<file path="config.mk">
export PLATFORM = sky130hd
export DESIGN_NAME = fifo_uart_tx
export DESIGN_NICKNAME = d
export VERILOG_FILES = /design/src/rtl/uart_tx_pkg.sv /design/src/rtl/uart_baud_tick.sv /design/src/rtl/fifo_uart_tx.sv
export SDC_FILE = /design/constraint.sdc
export NUM_CORES = 1
export LEC_CHECK = 0
export CELL_PAD_IN_SITES_DETAIL_PLACEMENT = 2
export CELL_PAD_IN_SITES_GLOBAL_PLACEMENT = 2
export CORE_MARGIN = 8
export CORE_UTILIZATION = 31
export CTS_CLUSTER_DIAMETER = 40
export DETAILED_ROUTE_END_ITERATION = 7
export GPL_TIMING_DRIVEN = 1
export HOLD_SLACK_MARGIN = 0.03
export PLACE_DENSITY_LB_ADDON = 0.1
export SLEW_MARGIN = 20
export SYNTH_ARGS = -nofsm -noshare
export SYNTH_HDL_FRONTEND = slang
export SYNTH_SLANG_ARGS = --single-unit
export TNS_END_PERCENT = 5
</file>
<file path="constraint.sdc">
create_clock -name clk -period 1.65 [get_ports clk]
set_input_delay 0.33 -clock clk [delete_from_list [all_inputs] [get_ports clk]]
set_output_delay 0.33 -clock clk [all_outputs]
set_load 0.02 [all_outputs]
</file>
<file path="src/rtl/uart_tx_pkg.sv">
// Shared types and defaults for the UART transmit path.
package uart_tx_pkg;

  typedef enum logic [2:0] {
    IDLE,
    REQ,
    WAIT,
    START,
    DATA,
    PARITY,
    STOP
  } state_t;

  localparam int DATA_W_DEF       = 8;
  localparam int CLKS_PER_BIT_DEF = 16;

  // Wide enough to index the data bits of a byte and the stop bits.
  localparam int BIT_CNT_W = 3;

endpackage

</file>
<file path="src/rtl/uart_baud_tick.sv">
// Free-running baud divider: a down-counter that emits a one-cycle tick
// every CLKS_PER_BIT cycles. A synchronous clear reloads it so that the
// first tick lands exactly CLKS_PER_BIT cycles after clear is released.
module uart_baud_tick #(
  parameter int CLKS_PER_BIT = 16
) (
  input  logic clk,
  input  logic rst,
  input  logic clr,
  output logic tick
);

  localparam int CNT_W = (CLKS_PER_BIT > 1) ? $clog2(CLKS_PER_BIT) : 1;
  localparam logic [CNT_W-1:0] RELOAD = CNT_W'(CLKS_PER_BIT - 1);

  logic [CNT_W-1:0] cnt;

  // Count down and wrap back to the reload value at zero or on clear.
  always_ff @(posedge clk or negedge rst) begin
    if (!rst) begin
      cnt <= '0;
    end else if (clr || (cnt == '0)) begin
      cnt <= RELOAD;
    end else begin
      cnt <= cnt - 1'b1;
    end
  end

  assign tick = (cnt == '0) && !clr;

endmodule

</file>
<file path="src/rtl/fifo_uart_tx.sv">
// FIFO drain stage: pops bytes from the byte FIFO and sends them as UART
// frames (start bit, DATA_W data bits LSB first, STOP_BITS stop bits).
// Define UART_TX_PARITY_EN to insert an even-parity bit before the stop bits.
// frame_done is registered on the edge that ends the last stop bit, so it is
// high during the first cycle after the frame.
module fifo_uart_tx
  import uart_tx_pkg::*;
#(
  parameter int DATA_W       = DATA_W_DEF,
  parameter int CLKS_PER_BIT = CLKS_PER_BIT_DEF,
  parameter int STOP_BITS    = 1
) (
  input  logic              clk,
  input  logic              rst,
  input  logic              enable,
  input  logic              fifo_empty,
  output logic              read_req,
  input  logic [DATA_W-1:0] read_data,
  input  logic              read_data_valid,
  output logic              tx,
  output logic              busy,
  output logic              frame_done
);

  localparam logic [BIT_CNT_W-1:0] LAST_DATA = BIT_CNT_W'(DATA_W - 1);
  localparam logic [BIT_CNT_W-1:0] LAST_STOP = BIT_CNT_W'(STOP_BITS - 1);

  state_t               state;
  logic [DATA_W-1:0]    shift;
  logic [BIT_CNT_W-1:0] bit_cnt;
  logic                 baud_clr;
  logic                 baud_tick;
  logic                 pop_ok;
`ifdef UART_TX_PARITY_EN
  logic                 parity;
`endif

  assign pop_ok = enable && !fifo_empty;

  // Hold the divider in reload until the byte arrives so the start bit is
  // a full bit period long regardless of FIFO read latency.
  assign baud_clr = (state == IDLE) || (state == REQ) || (state == WAIT);

  uart_baud_tick #(
    .CLKS_PER_BIT(CLKS_PER_BIT)
  ) u_baud (
    .clk  (clk),
    .rst  (rst),
    .clr  (baud_clr),
    .tick (baud_tick)
  );

  // Frame sequencer with registered tx, read_req, busy and frame_done.
  always_ff @(posedge clk or negedge rst) begin
    if (!rst) begin
      state      <= IDLE;
      tx         <= 1'b1;
      read_req   <= 1'b0;
      busy       <= 1'b0;
      frame_done <= 1'b0;
      shift      <= '0;
      bit_cnt    <= '0;
`ifdef UART_TX_PARITY_EN
      parity     <= 1'b0;
`endif
    end else begin
      read_req   <= 1'b0;
      frame_done <= 1'b0;
      case (state)
        IDLE: begin
          tx <= 1'b1;
          if (pop_ok) begin
            state    <= REQ;
            read_req <= 1'b1;
            busy     <= 1'b1;
          end
        end
        REQ: begin
          state <= WAIT;
        end
        WAIT: begin
          if (read_data_valid) begin
            shift  <= read_data;
`ifdef UART_TX_PARITY_EN
            parity <= ^read_data;
`endif
            state  <= START;
            tx     <= 1'b0;
          end
        end
        START: begin
          if (baud_tick) begin
            state   <= DATA;
            bit_cnt <= '0;
            tx      <= shift[0];
          end
        end
        DATA: begin
          if (baud_tick) begin
            if (bit_cnt == LAST_DATA) begin
              bit_cnt <= '0;
`ifdef UART_TX_PARITY_EN
              state   <= PARITY;
              tx      <= parity;
`else
              state   <= STOP;
              tx      <= 1'b1;
`endif
            end else begin
              shift   <= shift >> 1;
              bit_cnt <= bit_cnt + 1'b1;
              tx      <= shift[1];
            end
          end
        end
`ifdef UART_TX_PARITY_EN
        PARITY: begin
          if (baud_tick) begin
            state <= STOP;
            tx    <= 1'b1;
          end
        end
`endif
        STOP: begin
          if (baud_tick) begin
            if (bit_cnt == LAST_STOP) begin
              frame_done <= 1'b1;
              bit_cnt    <= '0;
              if (pop_ok) begin
                state    <= REQ;
                read_req <= 1'b1;
                busy     <= 1'b1;
              end else begin
                state <= IDLE;
                busy  <= 1'b0;
              end
            end else begin
              bit_cnt <= bit_cnt + 1'b1;
            end
          end
        end
        default: begin
          state <= IDLE;
          tx    <= 1'b1;
        end
      endcase
    end
  end

endmodule

</file>
==> impl_metrics.ini <==
[worst_setup_path]
worstPathBufferInverterCount = 2
crit-reg2reg-capture = shift[2]
cpMaxStageDelayCell = sky130_fd_sc_hd__dfrtp_1
worstPathCellList = ha_1 > ha_2 > inv_1 > a32oi_2 > nor2_4 > buf_12 > mux2_4
critPathTopFamily = adder cells
critical_path_peak_fanout = 5
data_arrival_time_of_the_critical_path_ns = 1.92
r2r_slack_ns = -0.11
critical_path_required_ns = 1.81
critPathCaptureType = flip-flop
critical_path.startpoint_type = flip-flop
worst_r2r_startpoint = bit_cnt[0]
reg2regPathDepth = 7
worst-setup-path-type = reg -> reg
critPathMaxStageDelay_ns = 0.41

[sta]
setup_viol_count_final = 7
max_slew.worst_pin.slew_ns = 0.325
min_period_ns = 1.76
setup_ws_ns = -0.112
setup_clock_skew_after_layout_ns = 0.00195
grt_setup_unrepaired = true
timing.setup.tns_ns = -0.647
fmax_mhz = 567
timing.final.hold_violations = 0
finalCritPeriodShare_pct = 107
report.final.slew_viol_count = 0
worst_slew_margin_rel_pct = 78.3

[route]
wire_per_inst_um = 18.2
drt_first_pass_iters = 3
postRouteAntennaNets = 0
via_per_inst = 5.20
totalWireLength_mm = 3.95
drt_iter0_markers = 41
drc_markers = 0
routed-via-count = 1128

[finish]
ratio_of_cells_with_drive_above_1_in_the_final_layout_pct = 42.5
count_of_filler_cells_inserted_in_the_layout = 420
layoutNonFillerInstCount = 217
total_inserted_antenna_cells = 0
syn_to_final_growth_pct = 47.5
final_net_count = 186

[floorplanning]
area_of_the_core_sq_um = 3970
io-pin-count = 17
design.die.area_sq_um = 6380
placementRows = 23
die_height_um = 79.9
die-width_um = 79.9
initial_utilization_pct = 31.9

[power_and_ir_drop]
p_comb_share_pct = 41.5
internal_power_component_uw = 1610
power.net_switching_uw = 762
share_seq_of_total_power_pct = 36.7
worst_ir_drop_vdd_uv = 561
power_switching_share_pct = 32.2
clock_power_share_pct = 21.8
cellLeakagePower_uw = 0.000822
cellPowerDensity_nw_per_um2 = 1270
report.power.total_uw = 2370

[logic_synthesis]
yosys.cell_types.count = 35
synth_enable_flop_cells = 0
synth-main-ff-cell = sky130_fd_sc_hd__dfrtp_1
post_synth.cell_area_avg_sq_um = 10.3
postSynth.asyncResetShare_pct = 100
netlist_area_sq_um = 1260
postSynthNetCount = 141
synth_warn = 0
synth_area_leaders = sky130_fd_sc_hd__dfrtp_1 (42%), sky130_fd_sc_hd__mux2_2 (13%), sky130_fd_sc_hd__ha_1 (4.9%), sky130_fd_sc_hd__a21oi_1 (3.6%), sky130_fd_sc_hd__o21ai_0 (3.6%)
synth.yosys.seq_area_share_pct = 43.6
netlist_instances = 123
synth_largest_type_area_fraction_pct = 41.5
synth_top_area_cell = sky130_fd_sc_hd__dfrtp_1
ys_ff_latch = 22

[run]
timing.max_cap.violations = 0

[outcome]
failed_checks = setup timing
run_status = finished, violations left

[clock_tree]
tritoncts = yes
clk_pin_slew_worst_paths_ns = 0.09
clockRootBuffer = sky130_fd_sc_hd__clkbuf_8
worst_skew_pair.late_latency_ns = 0.27
tritoncts_sinks = 22
ctsHtreeMaxLevel = 1
tritoncts.num_buffers = 3
max-clock-path-buffers = 2

[global_route]
gr-total-overflow = 0
grt_first_pass_wirelength_mm = 6.51
grt_max_degree = 23
grt_antenna_before_repair = 0
grt_pass1_vias = 1277
globalRouteTotalUtil_pct = 12.9

[placed_design]
buffer_ports.inserted = 16
place.detailed.hpwl_mm = 2.76
gp_routability_congestion = 0.770
dp_cells = 202

[min_path]
hp-class = in -> async
==> power groups by stage <==
stage	Combinational [uW]	Sequential (uW)	Clock, uW
floorplan	443	848	0
global placement	721	845	0
detailed placement	759	864	0
CTS	915	862	532
global route	1080	889	547
finish	982	869	517
==> per-layer routing <==
metal / track usage [%] / vias up / routed length (um)
li1: - / 526 / -
met1: 15.3 / 590 / 1710
met2: 23.0 / 10 / 2110
met3: 2.25 / 2 / 119
met4: 3.82 / 0 / 16
met5: 0 / - / 0
==> layout by cell type, fill, tap and decap left out, types with 2 or more instances in the layout <==
cell / synthesis / final
sky130_fd_sc_hd__nand3_1: 5 / 5
sky130_fd_sc_hd__nand2b_1: 2 / 2
sky130_fd_sc_hd__inv_1: 9 / 6
sky130_fd_sc_hd__o21ai_0: 9 / 6
sky130_fd_sc_hd__a31oi_1: 2 / 2
sky130_fd_sc_hd__xnor2_1: 2 / 2
sky130_fd_sc_hd__o21ai_1: 0 / 3
sky130_fd_sc_hd__mux2_2: 15 / 8
sky130_fd_sc_hd__ha_1: 5 / 2
sky130_fd_sc_hd__a21oi_1: 9 / 9
sky130_fd_sc_hd__mux2_4: 0 / 7
sky130_fd_sc_hd__nor2_2: 1 / 3
sky130_fd_sc_hd__nor2_1: 7 / 5
sky130_fd_sc_hd__clkdlybuf4s50_1: 0 / 15
sky130_fd_sc_hd__ha_4: 0 / 2
sky130_fd_sc_hd__nor3_1: 2 / 2
sky130_fd_sc_hd__inv_2: 0 / 2
sky130_fd_sc_hd__buf_4: 0 / 28
sky130_fd_sc_hd__clkbuf_8: 0 / 3
sky130_fd_sc_hd__nand2_1: 9 / 9
sky130_fd_sc_hd__dfrtp_1: 21 / 20
==> kinds of logic (layout without fill, tap and decap cells) <==
family	after synthesis	in the layout	synth area share, %
flops	22	22	43.6
fa+ha+maj	5	5	4.95
mux	15	15	13.4
buf+inv	15	59	5.24
simple gates	34	34	15.6
xor+xnor	2	2	1.39
compound gates	30	30	15.8
==> metrics by stage <==
stage / util, % / worst slack, ns / hold WS (ns) / area (sq um)
6_report: 47.0 / -0.112 / 0.409 / 1870
3_3_place_gp: 40.2 / -0.0957 / 0.484 / 1600
4_1_cts: 45.1 / -0.147 / 0.421 / 1790
5_1_grt: 47.0 / -0.192 / 0.447 / 1870
3_5_place_dp: 40.2 / -0.206 / 0.496 / 1600
2_1_floorplan: - / -0.00456 / 0.0344 / 1260
==> worst reg2reg max path, cell delays in order, from the launching register on <==
cell                      delay [ns]
sky130_fd_sc_hd__dfrtp_1        0.41
sky130_fd_sc_hd__ha_1           0.22
sky130_fd_sc_hd__ha_2           0.20
sky130_fd_sc_hd__inv_1          0.08
sky130_fd_sc_hd__a32oi_2        0.14
sky130_fd_sc_hd__nor2_4         0.17
sky130_fd_sc_hd__buf_12         0.13
sky130_fd_sc_hd__mux2_4         0.30
==> synth_stat cells, types with 2 or more instances <==
library cell	number
sky130_fd_sc_hd__nor2_1	7
sky130_fd_sc_hd__nand2b_1	2
sky130_fd_sc_hd__inv_1	9
sky130_fd_sc_hd__a31oi_1	2
sky130_fd_sc_hd__o32ai_1	2
sky130_fd_sc_hd__mux2_2	15
sky130_fd_sc_hd__nand2_1	9
sky130_fd_sc_hd__ha_1	5
sky130_fd_sc_hd__clkbuf_1	3
sky130_fd_sc_hd__xnor2_1	2
sky130_fd_sc_hd__nor3_1	2
sky130_fd_sc_hd__a21oi_1	9
sky130_fd_sc_hd__o21ai_0	9
sky130_fd_sc_hd__buf_2	2
sky130_fd_sc_hd__nand3_1	5
sky130_fd_sc_hd__dfrtp_1	21
==> worst max path at each step <==
stage	from	end	depth (start not counted)
final	bit_cnt[0]	shift[2]	7
after global routing	u_baud.cnt[1]	shift[2]	7
after CTS	u_baud.cnt[1]	shift[6]	7
after detailed placement	u_baud.cnt[0]	shift[6]	6
after global placement	u_baud.cnt[0]	shift[2]	6
after floorplan	u_baud.cnt[0]	shift[0]	6
==> registers in the layout, indices dropped and copies added, names as in the netlist <==
signal	flops
shift	8
u_baud.cnt	4
bit_cnt	3
state	3
busy	1
frame_done	1
read_req	1
tx	1
==> layout make-up <==
class	count	area, sq um	area share, %
multi-input cells	86	742	39.8
flip-flops and latches	22	553	29.6
repair buffers	46	400	21.5
well taps	50	62.6	3.35
clock buffers	3	41.3	2.21
inverters	9	36.3	1.95
clock inverters	1	30.0	1.61
==> what timing repair did <==
item	in CTS	in global routing
hold endpoints to repair	0	0
hold buffers	0	0
setup endpoints to repair	16	18
pin swaps	3	5
resized for setup	16	16
setup buffers	8	3
No activity file was read; power rests on OpenSTA's default activity.
==> RTL change, RTL diff (config.mk and constraints unchanged) <==
Set the package constant `CLKS_PER_BIT_DEF` to 64 (it was 16).
--- a/src/rtl/uart_tx_pkg.sv
+++ b/src/rtl/uart_tx_pkg.sv
@@ -12,7 +12,7 @@
   } state_t;
 
   localparam int DATA_W_DEF       = 8;
-  localparam int CLKS_PER_BIT_DEF = 16;
+  localparam int CLKS_PER_BIT_DEF = 64;
 
   // Wide enough to index the data bits of a byte and the stop bits.
   localparam int BIT_CNT_W = 3;
Formal check against the unedited RTL: no difference found for any inputs over 10 cycles, from zero or initial values and one cycle with rst low; that may be too few to reach the edited logic, so the function may still have changed.
==> RTL change against the unedited design <==
- the flow still finishes with violations (setup timing)
- critical endpoint is now shift[0]$_DFFE_PN0P_
- non-clock buffer count decreased by 2
- wire length grew 1.4%
- sequential cell count is 2 higher
- area after synthesis grew 4.6%
- total power fell by 26%
- combinational power shrank 49%
- cell area increased by 1.6%
- critical path type unchanged
- setup slack better by 33 ps
- via count is 0.18% lower
- count of clock-buffer cells in the layout rose by 1
- clock power shrank 27%
==> RTL change: results (changes against the unedited design) <==
- Worst VDD drop: 0.355 mV (-37%)
- Cells after synthesis: 128 (+4.1%)
- Gr usage total: 0.127 (-0.00183)
- Leakage Power: 0.803 nW (-2.3%)
- Ant. Diodes: 0 (unchanged)
- First-pass GRT wire length: 6440 um (-0.95%)
- Finished Layout Cells: 220 (+1.4%)
- Vias per cell: 5.12 (-1.5%)
- Final worst setup slack: -79.1 ps (+33.3 ps)
- Vias in the first global route: 1243 (-2.7%)
- Run status: finished, violations left
- Syn nets: 145 (+2.8%)
- Largest regs: shift: 8 flops, u_baud.cnt: 6 flops
- Iteration-0 DRC Markers: 29 (-29%)
- Switching pwr: 0.534 mW (-30%)
- First drt pass iteration count: 4 (+1)
- Pin count of the biggest net entering global routing: 25 (+8.7%)
- Gp weighted congestion: 0.794 (+3.2%)
- Pre-CTS setup slack: -231 ps (-25.6 ps)
- Placed insts: 214 (+5.9%)
- Hold WS: 418 ps (+9.39 ps)
- Final setup fails: 8 (+1)
- Failing checks: setup timing
- Post-synth cell types: 40 (+14%)
- Top cells by area, synth: dfrtp_1 (43%), mux2_2 (11%), ha_1 (3.8%)
- Worst Skew: 10.9 ps (+9.00 ps)
- Data arrival time of the critical path: 1900 ps (-20 ps)
- Hpwl dp: 3070 um (+11%)
- Worst Path Max Fanout: 8 (+3)
## RTL change: cell count changes after synthesis, moves of 3 or more
| cell | before | now |
|---|---|---|
| o21ai_0 | 9 | 5 |
| nand3_1 | 5 | 1 |
| nor3_1 | 2 | 5 |
| mux2i_1 | 0 | 3 |
| nor2b_1 | 1 | 4 |
| nand2_1 | 9 | 13 |
| a21oi_1 | 9 | 4 |
## RTL change: cells by family after synthesis
logic type                 synth area share
AOI/OAI and AO/OA                     0.139
xor gates and xnor gates             0.0265
adders and majority gates            0.0378
buffers and inverters                0.0520
DFF                                   0.455
muxes                                 0.133
and+or+nand+nor                       0.157
## RTL change: final timing paths
path	cells after the start	endpoint	start
min in group clk	2	tx$_DFFE_PN1P_	tx$_DFFE_PN1P_
worst min-delay path	2	u_baud.cnt[0]$_DFF_PN0_	rst
worst max register to register	7	shift[0]$_DFFE_PN0P_	u_baud.cnt[0]$_DFF_PN0_
worst max-delay path	7	shift[0]$_DFFE_PN0P_	u_baud.cnt[0]$_DFF_PN0_
max in group asynchronous	2	tx$_DFFE_PN1P_	rst
worst min register to register	2	tx$_DFFE_PN1P_	tx$_DFFE_PN1P_
## RTL change: timing repair
item / CTS / global route
pin swaps: 2 / 6
hold buffers: 0 / 0
endpoints found under the setup margin: 18 / 19
gates cloned: 0 / 1
resized for setup: 11 / 8
buffers inserted: 0 / 1
## RTL change: critical path: cells and delay by family, from the launching register on
family | cells | cell delay (ps)
DFF | 1 | 400
and+or+nand+nor | 2 | 370
muxes | 1 | 300
buffers and inverters | 2 | 220
adders and majority gates | 1 | 180
AOI/OAI and AO/OA | 1 | 150
## RTL change: power groups by stage
stage	clock (mW)	sequential (mW)	combinational, mW
2_1_floorplan	0	0.857	0.274
5_1_grt	0.412	0.891	0.563
3_3_place_gp	0	0.867	0.457
4_1_cts	0.381	0.872	0.491
3_5_place_dp	0	0.874	0.487
6_report	0.375	0.866	0.503
## RTL change: layout make-up
| cell class | instances | area [um2] |
|---|---|---|
| clock buffer | 4 | 45.0 |
| fill | 422 | 2160 |
| inverter | 10 | 37.5 |
| multi-input combinational | 88 | 762 |
| timing repair buffer | 44 | 387 |
| sequential | 24 | 602 |
| tap | 50 | 62.6 |
## RTL change: metrics by stage
stage,util,instance area [um2]
2_1_floorplan,-,1380
3_3_place_gp,0.438,1780
3_5_place_dp,0.438,1780
4_1_cts,0.455,1850
5_1_grt,0.467,1900
6_report,0.467,1900
## RTL change: metal layers
| metal | routed length, um | track usage | vias to the layer above |
|---|---|---|---|
| met2 | 2130 | 0.228 | 18 |
| met3 | 139 | 0.0210 | 8 |
| met1 | 1670 | 0.148 | 570 |
| li1 | - | - | 530 |
| met5 | 0 | 0 | - |
| met4 | 69 | 0.0482 | 0 |
